### src/rtl/core_sequencer.sv
`default_nettype none
// ============================================================================
// Module   : core_sequencer
// Brief    : Multi-cycle FETCH/DECODE/EXEC/MEM/WB sequencer for an RV64I core
// Revision : 1.0 - initial release
// ============================================================================
module core_sequencer #(
    parameter int TIMEOUT = 15,
    parameter int CNT_W   = 8
) (
    input  logic        clk_i,
    input  logic        cntrst_i,
    input  logic        start_i,
    input  logic        halt_i,
    output logic        imem_req_o,
    input  logic        imem_ack_i,
    output logic        ir_ld_o,
    input  logic [6:0]  opcode_i,
    input  logic        RWR_EN_i,
    input  logic        JALRE_i,
    input  logic        UJE_i,
    input  logic        BE_i,
    output logic        dmem_req_o,
    output logic        dmem_we_o,
    input  logic        dmem_ack_i,
    output logic        rf_we_o,
    output logic        pc_ld_o,
    output logic [1:0]  pc_sel_o,
    output logic        retire_o,
    output logic [31:0] instret_o,
    output logic [2:0]  state_o,
    output logic        busy_o,
    output logic        err_o
);

    localparam logic [2:0] c_IDLE   = 3'd0;
    localparam logic [2:0] c_FETCH  = 3'd1;
    localparam logic [2:0] c_DECODE = 3'd2;
    localparam logic [2:0] c_EXEC   = 3'd3;
    localparam logic [2:0] c_MEM    = 3'd4;
    localparam logic [2:0] c_WB     = 3'd5;
    localparam logic [2:0] c_ERR    = 3'd6;

    localparam logic [CNT_W-1:0] c_TIMEOUT = CNT_W'(TIMEOUT);
    localparam logic [6:0] c_OP_LOAD   = 7'h03;
    localparam logic [6:0] c_OP_STORE  = 7'h23;
    localparam logic [6:0] c_OP_BRANCH = 7'h63;

    logic [2:0]       state_q,   state_d;
    logic [CNT_W-1:0] wait_cnt_q, wait_cnt_d;
    logic [6:0]       opcode_q,  opcode_d;
    logic [31:0]      instret_q, instret_d;

    function automatic logic is_legal(input logic [6:0] op);
        case (op)
            7'h03, 7'h13, 7'h1B, 7'h17, 7'h23, 7'h33,
            7'h37, 7'h3B, 7'h63, 7'h67, 7'h6F: is_legal = 1'b1;
            default:                           is_legal = 1'b0;
        endcase
    endfunction

    always_comb begin
        state_d    = state_q;
        wait_cnt_d = wait_cnt_q;
        opcode_d   = opcode_q;
        instret_d  = instret_q;
        case (state_q)
            c_IDLE: begin
                if (start_i) begin
                    state_d    = c_FETCH;
                    wait_cnt_d = '0;
                end
            end
            c_FETCH: begin
                // An ack in the final permitted cycle wins over the timeout
                if (imem_ack_i)                   state_d = c_DECODE;
                else if (wait_cnt_q == c_TIMEOUT) state_d = c_ERR;
                else                              wait_cnt_d = wait_cnt_q + 1'b1;
            end
            c_DECODE: begin
                opcode_d = opcode_i;
                state_d  = is_legal(opcode_i) ? c_EXEC : c_ERR;
            end
            c_EXEC: begin
                if (opcode_q == c_OP_LOAD || opcode_q == c_OP_STORE) begin
                    state_d    = c_MEM;
                    wait_cnt_d = '0;
                end else begin
                    state_d = c_WB;
                end
            end
            c_MEM: begin
                if (dmem_ack_i)                   state_d = c_WB;
                else if (wait_cnt_q == c_TIMEOUT) state_d = c_ERR;
                else                              wait_cnt_d = wait_cnt_q + 1'b1;
            end
            c_WB: begin
                instret_d = instret_q + 32'd1;
                if (halt_i) begin
                    state_d = c_IDLE;
                end else begin
                    state_d    = c_FETCH;
                    wait_cnt_d = '0;
                end
            end
            c_ERR:   state_d = c_ERR;
            default: state_d = c_IDLE;
        endcase
    end

    always_ff @(posedge clk_i) begin
        if (cntrst_i) begin
            state_q    <= c_IDLE;
            wait_cnt_q <= '0;
            opcode_q   <= '0;
            instret_q  <= '0;
        end else begin
            state_q    <= state_d;
            wait_cnt_q <= wait_cnt_d;
            opcode_q   <= opcode_d;
            instret_q  <= instret_d;
        end
    end

    // Decoder enables are only looked at in WB so each acts once per instruction
    always_comb begin
        imem_req_o = (state_q == c_FETCH);
        ir_ld_o    = (state_q == c_FETCH) && imem_ack_i;
        dmem_req_o = (state_q == c_MEM);
        dmem_we_o  = (state_q == c_MEM) && (opcode_q == c_OP_STORE);
        pc_ld_o    = (state_q == c_WB);
        retire_o   = (state_q == c_WB);
        rf_we_o    = (state_q == c_WB) && RWR_EN_i &&
                     (opcode_q != c_OP_STORE) && (opcode_q != c_OP_BRANCH);
        pc_sel_o   = 2'b00;
        if (state_q == c_WB) begin
            if (JALRE_i)    pc_sel_o = 2'b10;
            else if (UJE_i) pc_sel_o = 2'b11;
            else if (BE_i)  pc_sel_o = 2'b01;
        end
        busy_o     = (state_q >= c_FETCH) && (state_q <= c_WB);
        err_o      = (state_q == c_ERR);
        state_o    = state_q;
        instret_o  = instret_q;
    end

endmodule
`default_nettype wire

### config.mk
export PLATFORM = sky130hd
export DESIGN_NAME = core_sequencer
export DESIGN_NICKNAME = d
export VERILOG_FILES = /design/src/rtl/core_sequencer.sv
export SDC_FILE = /design/constraint.sdc
export NUM_CORES = 1
export LEC_CHECK = 0
export CAP_MARGIN = 20
export CELL_PAD_IN_SITES_DETAIL_PLACEMENT = 1
export CELL_PAD_IN_SITES_GLOBAL_PLACEMENT = 2
export CORE_ASPECT_RATIO = 0.5
export CORE_MARGIN = 4
export CORE_UTILIZATION = 33
export CTS_CLUSTER_DIAMETER = 30
export DETAILED_ROUTE_END_ITERATION = 12
export DONT_BUFFER_PORTS = 1
export GPL_TIMING_DRIVEN = 0
export PLACE_DENSITY = 0.72
export SYNTH_ARGS = -nofsm -noshare
export SYNTH_HDL_FRONTEND = slang
export SYNTH_SLANG_ARGS = --single-unit
### constraint.sdc
create_clock -name clk_i -period 1.8 [get_ports clk_i]
set_clock_uncertainty 0.2 [all_clocks]
set_input_delay 0.27 -clock clk_i [delete_from_list [all_inputs] [get_ports clk_i]]
set_output_delay 0.27 -clock clk_i [all_outputs]
set_load 0.01 [all_outputs]
==> impl_metrics.env <==
export IMPL_critPathKind="reg2out"
export IMPL_post_route_util=0.492
export IMPL_synth_avg_cell_area_um2=8.71
export IMPL_pwr_share_clk=0.442
export IMPL_rows=23
export IMPL_critPathCaptureType="primary output"
export IMPL_initial_core_util=0.340
export IMPL_worstMarginPinSlew_ns=0.641
export IMPL_swShare=0.243
export IMPL_setup_slack_ns=-0.197
export IMPL_final_min_clock_period_ns=2.00
export IMPL_gp_congestion=0.807
export IMPL_cts_tree="yes"
export IMPL_ir_worst_vdd_uv=369
export IMPL_yosysUniqueCellTypes=52
export IMPL_cts_num_sinks=50
export IMPL_die_h_um=72.2
export IMPL_synth_seq_area_share=0.368
export IMPL_port_buffers=0
export IMPL_dr_first_iter_drc_count=79
export IMPL_min_path_type="in2reg"
export IMPL_placed_cell_area_mm2=0.00287
export IMPL_grt_pass1_wl_mm=13.2
export IMPL_place_hpwl_mm=5.34
export IMPL_comb_power_share=0.116
export IMPL_avgViaCountPerCell=5.25
export IMPL_final_common_cell="nor2_1"
export IMPL_p_per_area_mw_per_mm2=649
export IMPL_finalPower_mw=2.56
export IMPL_setup_violations=40
export IMPL_p_switching_mw=0.621
export IMPL_antenna_found_initial=0
export IMPL_coreArea_mm2=0.00800
export IMPL_cts_buffers=5
export IMPL_fillCellCount=896
export IMPL_post_route_period_util=1.11
export IMPL_rsz0062_at_grt="true"
export IMPL_fmax_ghz=0.501
export IMPL_syn_cell_area_mm2=0.00272
export IMPL_diodes=0
export IMPL_area_delta_synth_final_pct=44.8
export IMPL_seqPwrFrac=0.441
export IMPL_cts_max_path_buffers=2
export IMPL_violations="setup timing"
export IMPL_fin_cells=466
export IMPL_preCtsSetupSlack_ns=-0.332
export IMPL_fin_setup_tns_ns=-4.19
export IMPL_critPathLaunchType="register"
export IMPL_status="finished with violations"
export IMPL_fp_dieW_um=136
export IMPL_grt_max_degree=17
export IMPL_final_cell_mix="nor2_1, dfxtp_1, xnor2_1"
export IMPL_syn_nets=331
export IMPL_wl_mm=8.22
export IMPL_grt_pass1_vias=2558
export IMPL_cp_max_fo=8
export IMPL_ios=63
export IMPL_drv_slew=0
export IMPL_clk_latency_ns=0.29
export IMPL_grt_ovfl_total=0
export IMPL_drive_above_1_share=0.401
export IMPL_drt_antenna_violating_nets=0
export IMPL_cts_reportedPaths_clkPinSlew_ns=0.07
export IMPL_via_count=2447
export IMPL_fp_dieArea_mm2=0.00984
export IMPL_syn_inst=312
export IMPL_fin_area_mm2=0.00394
export IMPL_max_slew_margin=0.572
export IMPL_dp_cells=424
export IMPL_root_buffer="clkbuf_16"
export IMPL_yosysWarningCount=0
export IMPL_htree_levels=2
export IMPL_finalHoldViolCount=0
export IMPL_internal_power_mw=1.94
export IMPL_cp_required_ns=1.33
export IMPL_cap_viol_max_count=0
export IMPL_synth_seq_cells=50
export IMPL_grtUsageTotal=0.168
export IMPL_cp_arrival_ns=1.53
export IMPL_routedWlPerCell_um=17.6
export IMPL_nets=372
export IMPL_holdWs_ns=0.0205
export IMPL_p_leak_nw=1.48
export IMPL_drc=0
export IMPL_first_pass_iters=4
==> layer usage <==
| metal | global-route usage | vias to the layer above | wire [um] |
|---|---|---|---|
| met2 | 0.294 | 49 | 4080 |
| met3 | 0.0422 | 8 | 383 |
| met5 | 0 | - | 0 |
| met1 | 0.208 | 1204 | 3690 |
| met4 | 0.0425 | 0 | 69 |
| li1 | - | 1186 | - |
==> final cells by class <==
class | instances | area (um^2) | area share
Multi-Input combinational cell | 235 | 1950 | 0.496
Sequential cell | 50 | 1060 | 0.269
Timing Repair Buffer | 34 | 409 | 0.104
Buffer | 15 | 153 | 0.0388
Tap cell | 112 | 140 | 0.0356
Clock buffer | 6 | 139 | 0.0353
Inverter | 12 | 45.0 | 0.0114
Clock inverter | 2 | 38.8 | 0.00985
==> final timing paths <==
check	slack, ns	cells past startpoint	to	startpoint
min reg2reg	0.28	2	wait_cnt_q[0]	wait_cnt_q[0]
max	-0.20	4	pc_sel_o[0]	state_o[0]
max reg2reg	-0.17	7	instret_o[25]	state_o[0]
min	0.02	3	state_o[2]	imem_ack_i
==> sequential cells by signal, summed over array words and instances, names as in the netlist <==
| register | flops |
|---|---|
| state_o | 3 |
| wait_cnt_q | 8 |
| opcode_q | 7 |
| instret_o | 32 |
==> worst max-delay path, cell delays in order (launching register included) <==
cell and delay, ns:
dfxtp_4 0.44, and3b_2 0.30, buf_4 0.15, buf_8 0.11, nor3b_4 0.22
==> power by group through the flow <==
| stage | clock (mW) | sequential [mW] | combinational, mW |
|---|---|---|---|
| final | 1.13 | 1.13 | 0.298 |
| after floorplan | 0 | 1.16 | 0.147 |
| after global placement | 0 | 1.16 | 0.186 |
| after CTS | 1.17 | 1.12 | 0.261 |
| after detailed placement | 0 | 1.16 | 0.191 |
| after global routing | 1.22 | 1.13 | 0.321 |
==> cells in the mapped netlist, drive strengths merged <==
cell type	number	area share
nor3	14	0.044
nand2b	5	0.012
and3	6	0.014
a2bb2oi	1	0.0055
xor2	4	0.013
a31oi	5	0.012
o21a	2	0.0055
ha	2	0.0092
a21oi	17	0.031
o21bai	1	0.0041
a21boi	1	0.0028
nand4	5	0.028
or4b	1	0.0037
o2bb2ai	2	0.0064
or3	7	0.016
and3b	1	0.0037
or4	1	0.0028
dfxtp	50	0.37
o311ai	1	0.0032
nand4bb	1	0.0041
nor2b	1	0.0023
clkbuf	6	0.0083
nand3	14	0.028
nand2	20	0.028
inv	12	0.017
nor3b	2	0.0074
a21o	1	0.0028
nor2	49	0.071
o2111ai	1	0.0032
a211oi	1	0.0028
o32a	1	0.0037
nor4	14	0.059
xnor2	22	0.071
or3b	1	0.0032
o21ai	13	0.024
buf	9	0.023
and2	5	0.012
mux2i	8	0.029
nand3b	2	0.0055
and4	3	0.011
==> timing repair <==
action                                 CTS  global route
hold buffers                             8             0
pin swaps                               25            31
endpoints found under the hold margin   11             0
gates resized for setup                 99            37
setup endpoints to repair               58            57
cloned                                   4             0
buffers inserted                        16             6
==> logic make-up (layout without fill, tap and decap cells) <==
| group | Yosys count | after routing | synth area share |
|---|---|---|---|
| AO/OA/AOI/OAI | 47 | 47 | 0.107 |
| XOR/XNOR | 26 | 26 | 0.0838 |
| adder cells (fa/ha/maj) | 2 | 2 | 0.00921 |
| buffers and inverters | 27 | 69 | 0.0479 |
| flip-flops | 50 | 50 | 0.368 |
| multiplexers | 8 | 8 | 0.0295 |
| AND/OR/NAND/NOR | 152 | 152 | 0.355 |
Note: power is estimated with default switching activity, not from simulation.
